## src/rtl/uart_pkg.sv

```systemverilog
// Shared definitions for the configurable UART transmit path:
// FSM state encoding, parity codes and data-width decoding.
package uart_pkg;

   typedef enum logic [2:0] {
      ST_IDLE,
      ST_START,
      ST_DATA,
      ST_PARITY,
      ST_STOP
   } state_t;

   localparam logic [1:0] PAR_NONE = 2'b00;
   localparam logic [1:0] PAR_EVEN = 2'b01;
   localparam logic [1:0] PAR_ODD  = 2'b10;

   // 00..11 selects 5..8 data bits
   function automatic logic [3:0] data_bits_count(input logic [1:0] code);
      return 4'd5 + {2'b00, code};
   endfunction

endpackage

```

## src/rtl/uart_fifo_sync.sv

```systemverilog
// Single-clock FIFO with first-word-fall-through read; full/empty and
// level come from the registered occupancy count only.
module uart_fifo_sync #(
   parameter int DEPTH = 4,
   parameter int WIDTH = 8
) (
   input  logic                     clk,
   input  logic                     rst,
   input  logic                     push_i,
   input  logic [WIDTH-1:0]         data_i,
   input  logic                     pop_i,
   output logic [WIDTH-1:0]         data_o,
   output logic                     full_o,
   output logic                     empty_o,
   output logic [$clog2(DEPTH):0]   level_o
);

   localparam int AW = $clog2(DEPTH);

   logic [WIDTH-1:0] mem_q [DEPTH];
   logic [AW-1:0]    wr_ptr_q, rd_ptr_q;
   logic [AW:0]      count_q;
   logic             do_push, do_pop;

   assign full_o  = (count_q == (AW+1)'(DEPTH));
   assign empty_o = (count_q == '0);
   assign level_o = count_q;
   assign data_o  = mem_q[rd_ptr_q];
   assign do_push = push_i && !full_o;
   assign do_pop  = pop_i && !empty_o;

   always_ff @(posedge clk) begin
      if (rst) begin
         wr_ptr_q <= '0;
         rd_ptr_q <= '0;
         count_q  <= '0;
      end else begin
         if (do_push) wr_ptr_q <= wr_ptr_q + AW'(1);
         if (do_pop)  rd_ptr_q <= rd_ptr_q + AW'(1);
         case ({do_push, do_pop})
            2'b10:   count_q <= count_q + (AW+1)'(1);
            2'b01:   count_q <= count_q - (AW+1)'(1);
            default: count_q <= count_q;
         endcase
      end
   end

   // Storage carries no reset; only pointers and count define validity.
   always_ff @(posedge clk) begin
      if (do_push) mem_q[wr_ptr_q] <= data_i;
   end

endmodule

```

## src/rtl/uart_tx_cfg.sv

```systemverilog
// UART transmitter with stream input FIFO and per-frame latched format:
// 5-8 data bits, none/even/odd parity, 1 or 2 stop bits, internal baud divider.
module uart_tx_cfg
   import uart_pkg::*;
#(
   parameter int FIFO_DEPTH = 4,
   parameter int DIV_W      = 16
) (
   input  logic                          clk,
   input  logic                          rst,
   input  logic                          s_valid,
   output logic                          s_ready,
   input  logic [7:0]                    s_data,
   input  logic [1:0]                    cfg_data_bits,
   input  logic [1:0]                    cfg_parity,
   input  logic                          cfg_stop2,
   input  logic [DIV_W-1:0]              baud_div,
   output logic                          tx,
   output logic                          busy,
   output logic                          done,
   output logic [$clog2(FIFO_DEPTH):0]   fifo_level
);

   logic [7:0]       fifo_rdata;
   logic             fifo_full, fifo_empty, pop;

   state_t           state_q;
   logic [DIV_W-1:0] cnt_q, div_q;
   logic [2:0]       bitcnt_q;
   logic             stop_sec_q;
   logic [7:0]       shift_q;
   logic [3:0]       nbits_q;
   logic             par_en_q, par_q, stop2_q;
   logic             tx_q, busy_q, done_q;

   logic [3:0]       nbits_d;
   logic [7:0]       mask_d;
   logic             par_en_d, par_d;
   logic             bit_end, last_bit, frame_end;

   uart_fifo_sync #(.DEPTH(FIFO_DEPTH), .WIDTH(8)) u_fifo (
      .clk     (clk),
      .rst     (rst),
      .push_i  (s_valid),
      .data_i  (s_data),
      .pop_i   (pop),
      .data_o  (fifo_rdata),
      .full_o  (fifo_full),
      .empty_o (fifo_empty),
      .level_o (fifo_level)
   );

   assign s_ready = !fifo_full;

   // Frame format of the head byte, sampled only when it is popped
   always_comb begin
      nbits_d  = data_bits_count(cfg_data_bits);
      mask_d   = 8'hFF >> (4'd8 - nbits_d);
      par_en_d = 1'b0;
      par_d    = ^(fifo_rdata & mask_d);
      case (cfg_parity)
         PAR_EVEN: par_en_d = 1'b1;
         PAR_ODD: begin
            par_en_d = 1'b1;
            par_d    = ~par_d;
         end
         PAR_NONE: par_en_d = 1'b0;
         default:  par_en_d = 1'b0;
      endcase
   end

   assign bit_end   = (cnt_q == '0);
   assign last_bit  = ({1'b0, bitcnt_q} == (nbits_q - 4'd1));
   assign frame_end = (state_q == ST_STOP) && bit_end && (!stop2_q || stop_sec_q);
   assign pop       = !fifo_empty && ((state_q == ST_IDLE) || frame_end);

   always_ff @(posedge clk) begin
      if (pop) begin
         shift_q  <= fifo_rdata;
         div_q    <= baud_div;
         nbits_q  <= nbits_d;
         par_en_q <= par_en_d;
         par_q    <= par_d;
         stop2_q  <= cfg_stop2;
      end else if (state_q == ST_DATA && bit_end) begin
         shift_q  <= {1'b0, shift_q[7:1]};
      end
   end

   // Outputs are registered from the current state, so the line trails the
   // state by one cycle; this gives the two-edge accept-to-start latency.
   always_ff @(posedge clk) begin
      if (rst) begin
         state_q    <= ST_IDLE;
         cnt_q      <= '0;
         bitcnt_q   <= '0;
         stop_sec_q <= 1'b0;
         tx_q       <= 1'b1;
         busy_q     <= 1'b0;
         done_q     <= 1'b0;
      end else begin
         busy_q <= (state_q != ST_IDLE);
         done_q <= frame_end;
         case (state_q)
            ST_START:  tx_q <= 1'b0;
            ST_DATA:   tx_q <= shift_q[0];
            ST_PARITY: tx_q <= par_q;
            default:   tx_q <= 1'b1;
         endcase

         if (pop) begin
            state_q    <= ST_START;
            cnt_q      <= baud_div;
            bitcnt_q   <= '0;
            stop_sec_q <= 1'b0;
         end else if (state_q != ST_IDLE && !bit_end) begin
            cnt_q <= cnt_q - DIV_W'(1);
         end else begin
            case (state_q)
               ST_START: begin
                  cnt_q    <= div_q;
                  bitcnt_q <= '0;
                  state_q  <= ST_DATA;
               end
               ST_DATA: begin
                  cnt_q <= div_q;
                  if (last_bit) begin
                     stop_sec_q <= 1'b0;
                     state_q    <= par_en_q ? ST_PARITY : ST_STOP;
                  end else begin
                     bitcnt_q <= bitcnt_q + 3'd1;
                  end
               end
               ST_PARITY: begin
                  cnt_q      <= div_q;
                  stop_sec_q <= 1'b0;
                  state_q    <= ST_STOP;
               end
               ST_STOP: begin
                  if (frame_end) begin
                     state_q <= ST_IDLE;
                  end else begin
                     cnt_q      <= div_q;
                     stop_sec_q <= 1'b1;
                  end
               end
               default: state_q <= ST_IDLE;
            endcase
         end
      end
   end

   assign tx   = tx_q;
   assign busy = busy_q;
   assign done = done_q;

endmodule

```

## config.mk

```make
export PLATFORM = sky130hd
export DESIGN_NAME = uart_tx_cfg
export DESIGN_NICKNAME = d
export VERILOG_FILES = /design/src/rtl/uart_pkg.sv /design/src/rtl/uart_fifo_sync.sv /design/src/rtl/uart_tx_cfg.sv
export SDC_FILE = /design/constraint.sdc
export NUM_CORES = 1
export LEC_CHECK = 0
export CAP_MARGIN = 25
export CORE_MARGIN = 2
export CORE_UTILIZATION = 40
export CTS_BUF_LIST = sky130_fd_sc_hd__clkbuf_16
export DETAILED_ROUTE_END_ITERATION = 12
export GPL_TIMING_DRIVEN = 0
export HOLD_SLACK_MARGIN = 0.15
export PLACE_DENSITY_LB_ADDON = 0.3
export SLEW_MARGIN = 20
export SYNTH_ARGS = -nofsm -noshare
export SYNTH_HDL_FRONTEND = slang
export SYNTH_SLANG_ARGS = --single-unit
export TNS_END_PERCENT = 20
```

## constraint.sdc

```tcl
create_clock -name clk -period 6.49 [get_ports clk]
set_input_delay 0.9735 -clock clk [delete_from_list [all_inputs] [get_ports clk]]
set_output_delay 0.9735 -clock clk [all_outputs]
set_load 0.05 [all_outputs]
```

# Yosys cells after proc, flatten, opt, wreduce, memory -nomap -nowiden
# Memory sizes are Yosys's and may differ from the RTL's. A register that Yosys moved wholly into a read port is not among the register bits.
# Index checks and enable logic that the tools add are counted.
dict set report op_classes {
  add_sub_neg 9
  n_mul 0
  div_mod_pow 0
  order_cmp 0
  n_eq_ne 18
  shifts 1
  muxes 25
  bitwise 3
  n_reduce_logical 31
}
# cell n
set op_table {}
lappend op_table {{16-bit two-way mux} 3}
lappend op_table {{16-bit case mux with 2 select lines} 1}
lappend op_table {{16-bit logical NOT} 1}
lappend op_table {{8-bit two-way mux} 2}
lappend op_table {{16-bit by 1-bit subtractor with 16-bit output, second input constant} 1}
lappend op_table {{3-bit two-way mux} 4}
lappend op_table {{3-bit case mux with 2 select lines} 2}
lappend op_table {{3-bit case mux with 4 select lines} 1}
lappend op_table {{3-bit AND reduction} 3}
lappend op_table {{8-bit AND} 1}
lappend op_table {{1-bit two-way mux} 8}
lappend op_table {{2-bit != test, second input constant} 4}
lappend op_table {{8-bit XOR reduction} 1}
lappend op_table {{8-bit by 4-bit >> shifter with 8-bit output, first input constant} 1}
lappend op_table {{1-bit logical AND} 7}
lappend op_table {{3-bit by 1-bit adder with 3-bit output, second input constant} 2}
lappend op_table {{3-bit by 2-bit equality test with 1-bit output, second input constant} 2}
lappend op_table {{3-bit equality test, second input constant} 2}
lappend op_table {{3-bit logical NOT} 2}
lappend op_table {{3-bit by 2-bit != test with 1-bit output, second input constant} 2}
lappend op_table {{1-bit case mux with 3 select lines} 2}
lappend op_table {{2-bit nonzero test} 3}
lappend op_table {{3-bit nonzero test} 2}
lappend op_table {{2-bit by 1-bit adder with 2-bit output, second input constant} 2}
lappend op_table {{19 further kinds} 28}
dict set report word_totals {
  ff_bits 64
  latch_bits 0
  ram_bits 32
  romBits 0
  in_bits 32
  output_inout_bits 7
  elab_cells 105
  mem_count 1
}
# name words width rd rd_clocked_by_memory_dff wr line
set mem_list {}
lappend mem_list {u_fifo.mem_q 4 8 1 1 1 uart_fifo_sync.sv:20} ;# logic [WIDTH-1:0] mem_q [DEPTH];

# Depth between registers and ports, before layout
dict set report logic_depth {
  word_depth 8
  ltp_mapped 14
  mapped_depth_nobuf 13
}

# By module
# Synthesis repeated with hierarchy kept, for this count alone.
dict set report hier_totals {
  cells_unflattened 439
  area_unflattened_um2 4859.7
}
# mod instances cells_each area_each_um2 seq_area_each_um2
set modules_own_cells {}
lappend modules_own_cells {uart_tx_cfg 1 343 3224.3 1451.4}
lappend modules_own_cells {uart_fifo_sync 1 96 1635.3 1141.1}

# Worst setup path after synthesis
# OpenSTA, ideal clock, no wires.
dict set report synth_path {
  kind {reg-to-reg}
  startpoint {register cnt_q[0]}
  endpoint {register u_fifo.count_q[2], in the netlist u_fifo.level_o[2]}
  setup_time_ns 0.071
  arrival_time_ns 2.875
  t_required_ns 6.419
  slack_ns 3.544
  path_stages_with_launch 15
  path_buffers 1
  synth_period_minus_slack_ns 2.946
  cell_sequence {dfxtp_1 -> inv_1 -> ha_1 -> nor4b_1 -> nand4_1 -> o21ai_2 -> nand2_1 -> inv_2 -> buf_2 -> ha_1 -> inv_1 -> fa_1 -> xor2_1 -> or3_1 -> a21oi_1}
}
dict set report synth_via {
  elab_chain_cells 8
  word_cells_on_any_way 10
  cone_classes {eq/ne (2); mux (1); reduce/logical (7)}
}
# element line
set synth_lines {}
lappend synth_lines {{start: declaration} uart_tx_cfg.sv:28} ;# logic [DIV_W-1:0] cnt_q, div_q;
lappend synth_lines {{start signal: assignment} uart_tx_cfg.sv:113} ;# cnt_q <= baud_div;
lappend synth_lines {{start signal: assignment} uart_tx_cfg.sv:117} ;# cnt_q <= cnt_q - DIV_W'(1);
lappend synth_lines {{start signal: assignment} uart_tx_cfg.sv:121} ;# cnt_q <= div_q;
lappend synth_lines {{16-bit logical NOT (*)} uart_tx_cfg.sv:72} ;# assign bit_end = (cnt_q == '0);
lappend synth_lines {{1-bit logical AND (*) (2 in a row)} uart_tx_cfg.sv:74} ;# assign frame_end = (state_q == ST_STOP) && bit_end && (!stop2_q || stop_sec_q);
lappend synth_lines {{1-bit logical OR (*)} uart_tx_cfg.sv:75} ;# assign pop = !fifo_empty && ((state_q == ST_IDLE) || frame_end);
lappend synth_lines {{1-bit logical AND (*)} uart_tx_cfg.sv:75}
lappend synth_lines {{1-bit logical AND (*)} uart_fifo_sync.sv:30} ;# assign do_pop = pop_i && !empty_o;
lappend synth_lines {{2-bit by 1-bit equality test with 1-bit output or 2-bit equality test (tied branches)} uart_fifo_sync.sv:40} ;# case ({do_push, do_pop})
lappend synth_lines {{3-bit case mux with 2 select lines or 2-bit nonzero test (tied branches)} n/a}
lappend synth_lines {{end signal: assignment} uart_fifo_sync.sv:41} ;# 2'b10: count_q <= count_q + (AW+1)'(1);
lappend synth_lines {{end signal: assignment} uart_fifo_sync.sv:42} ;# 2'b01: count_q <= count_q - (AW+1)'(1);
lappend synth_lines {{end signal: assignment} uart_fifo_sync.sv:43} ;# default: count_q <= count_q;
lappend synth_lines {{end: declaration} uart_fifo_sync.sv:22} ;# logic [AW:0] count_q;
# Every way passes the cells marked *; elsewhere a longest branch is shown, timed or not.
# A chain may end at the register's enable or synchronous reset.

# Worst setup path in the final report
# Same ends and word-level chain as after synthesis.

==> results_dict.tcl <==
set metrics [dict create \
    synth_area_leader_cell "edfxtp_1" \
    wl_per_cell_um 16.1 \
    ant_nets 0 \
    via_per_inst 5.47 \
    synthesis.instances 432 \
    hpwl_um 7340 \
    grt_max_degree 24 \
    ys.flop_type "edfxtp_1" \
    ctsHoldBuffers 0 \
    cts_buffer_depth 2 \
    hold_depth 2 \
    fmax_ghz 0.276 \
    clk_latency_ns 0.35 \
    critPathLaunchType "flop" \
    period_share_pct 55.9 \
    synth_top_area_share_pct 39.9 \
    async_flop_share_pct 0 \
    cp.required_ns 6.77 \
    grtUsageTotal_pct 16.6 \
    gp_congestion 0.869 \
    core_um2 11500 \
    worstHoldPathType "reg -> reg" \
    worst_ep_arrival_time_ns 3.91 \
    grt_pass1_wl_um 16600 \
    ios 39 \
    cts_resized 0 \
    status "finished, final reports clean" \
    cts_buffers 9 \
    layout_common_cells "edfxtp_1, nand2_1, nor2_1" \
    tritoncts "yes" \
    stdcell_count 629 \
    cts.sinks 98 \
    final_hold_viol_count 0 \
    synth_fp_nets 479 \
    multi_input_area_um2 1980 \
    grt_antenna_before_repair 0 \
    rsz0062_at_grt "no" \
    drive_gt1_share_pct 8.64 \
    num_vias 3440 \
    reg2reg_to "u_fifo.level_o[2]" \
    setup-violations-final 0 \
    powerDensity_nw_per_um2 513 \
    ys_ff_latch 98 \
    nFillCells 1056 \
    netlist_area_um2 4740 \
    die_h_um 113 \
    min_period_ns 3.63 \
    wl_um 10200 \
    numPlacedInstances 613 \
    syn_area_per_cell_um2 11.0 \
    hold_path.startpoint "stop_sec_q" \
    relSlewSlack_pct 52.0 \
    synth_edf_count 63 \
    yosys-top-cells-area "edfxtp_1, dfxtp_1, nand2_1" \
    areaGrowthSynthToFinish_pct 17.8 \
    drv_cap 0 \
    p_leak_nw 1.99 \
    synth_warnings 0 \
    path_class "reg -> reg" \
    worst_pin_slew_ns 0.715 \
    slew_viol_final 0 \
    post-cts-setup-buffers 0 \
    port_buffers 38 \
    r2r_start "cnt_q[0]" \
    die-area_um2 12700 \
    initial_utilization_pct 41.3 \
    grt_pass1_vias 3383 \
    grt_overflow 0 \
    reg2reg_slack_ns 2.86 \
    r2r_cells 14 \
    regArea_um2 2590 \
    ir_worst_vdd_uv 255 \
    diodes 0 \
    clock_skew_ns 0.0118 \
    hold_end "stop_sec_q" \
    row_count 39 \
    worstPathMaxFanout 10 \
    ys_types 58 \
    setup_tns_ns 0 \
    ctsHtreeMaxLevel 3 \
    nets 528 \
    die_w_um 113 \
    seq_area_frac_synth_pct 54.7 \
    cts.reportedPaths.clkPinSlew_ns 0.07 \
    first_pass_iters 5 \
    end_kind "flop" \
    layout_commonest_cell "edfxtp_1" \
    cts_root_buffer "clkbuf_16" \
    drt_iter0_drc 280 \
    drc 0 \
]
## worst max-delay path, cell delays in order, from the launching register on
cell and delay, ns:
dfxtp_1 0.34, inv_1 0.13, ha_1 0.23, nor4b_1 0.30, nand4_1 0.28, o21ai_2 0.29
nand2_1 0.25, inv_2 0.18, buf_2 0.24, ha_1 0.22, inv_1 0.06, fa_1 0.38
xor2_1 0.18, or3_1 0.32, a21oi_1 0.15
## metrics by stage
step | utilization (%) | cell area (um^2) | hold slack, ns | setup slack, ns | power, mW
after floorplan | - | 4740 | 0.432 | 3.54 | 2.00
after global placement | 46.2 | 5300 | 0.442 | 2.99 | 2.32
after detailed placement | 46.2 | 5300 | 0.453 | 2.89 | 2.36
after CTS | 48.7 | 5580 | 0.464 | 2.83 | 2.88
after global routing | 48.7 | 5580 | 0.501 | 2.53 | 3.07
final | 48.7 | 5580 | 0.467 | 2.86 | 2.86
## final cells by class
| cell class | count | area share [%] |
|---|---|---|
| multi-input cells | 293 | 35.4 |
| repair buffers | 38 | 6.81 |
| flip-flops and latches | 98 | 46.4 |
| well taps | 143 | 3.20 |
| clock inverters | 7 | 1.08 |
| plain buffers | 21 | 1.70 |
| clock buffers | 9 | 4.03 |
| inverters | 20 | 1.34 |
## kinds of logic (layout without fill, tap and decap cells)
kind of cell             count (synthesis)  in the layout  share of synthesized area, %
flip-flops                              98             98                          54.7
multiplexers                            10             10                          4.22
AO/OA/AOI/OAI                           68             68                          9.79
adder cells (fa/ha/maj)                 15             15                          4.12
buffers and inverters                   41             95                          3.59
XOR/XNOR                                29             29                          5.36
AND/OR/NAND/NOR                        171            171                          18.2
## per-layer routing
metal	GRT usage, %	routed length, um
met1	21.7	4550
met5	0	0
met4	5.85	142
met3	4.61	550
met2	26.7	4910
## power breakdown
group          internal [mW]  switching [mW]  total (mW)
clock                  0.267           0.247       0.514
sequential             0.905           0.114        1.02
combinational          0.500           0.830        1.33
total                   1.67            1.19        2.86
## synth_stat cells, types with 4 or more instances
| master | instances |
|---|---|
| nor3_1 | 10 |
| a311oi_1 | 11 |
| clkbuf_1 | 12 |
| nor2_1 | 49 |
| nand2b_1 | 5 |
| and3_1 | 6 |
| o211ai_1 | 8 |
| nand4_1 | 5 |
| mux4_2 | 8 |
| or3_1 | 4 |
| xor2_1 | 11 |
| edfxtp_1 | 63 |
| xnor2_1 | 18 |
| nand2_1 | 55 |
| o22ai_1 | 6 |
| o21ai_0 | 12 |
| inv_1 | 18 |
| ha_1 | 14 |
| nand3_1 | 9 |
| buf_2 | 4 |
| a31oi_1 | 4 |
| dfxtp_1 | 35 |
| a21oi_1 | 14 |
## how the worst max path moves through the flow
stage,startpoint,end,slack (ns),cells after the start
after CTS,cnt_q[0],u_fifo.level_o[2],2.83,14
final,cnt_q[0],u_fifo.level_o[2],2.86,14
after global routing,cnt_q[0],u_fifo.level_o[2],2.53,14
after floorplan,cnt_q[0],u_fifo.level_o[2],3.54,14
after global placement,cnt_q[0],u_fifo.level_o[2],2.99,14
after detailed placement,cnt_q[0],u_fifo.level_o[2],2.89,14
## flip-flops by register name, summed over array words and instances (netlist names), named ones only
signal / count
u_fifo.mem_q: 32
cnt_q: 16
div_q: 16
shift_q: 8
nbits_q: 4
bitcnt_q: 3
state_q: 3
u_fifo.level_o: 3
u_fifo.rd_ptr_q: 2
u_fifo.wr_ptr_q: 2
busy: 1
done: 1
par_en_q: 1
par_q: 1
stop2_q: 1
stop_sec_q: 1
tx: 1
No activity file was read; power rests on OpenSTA's default activity.
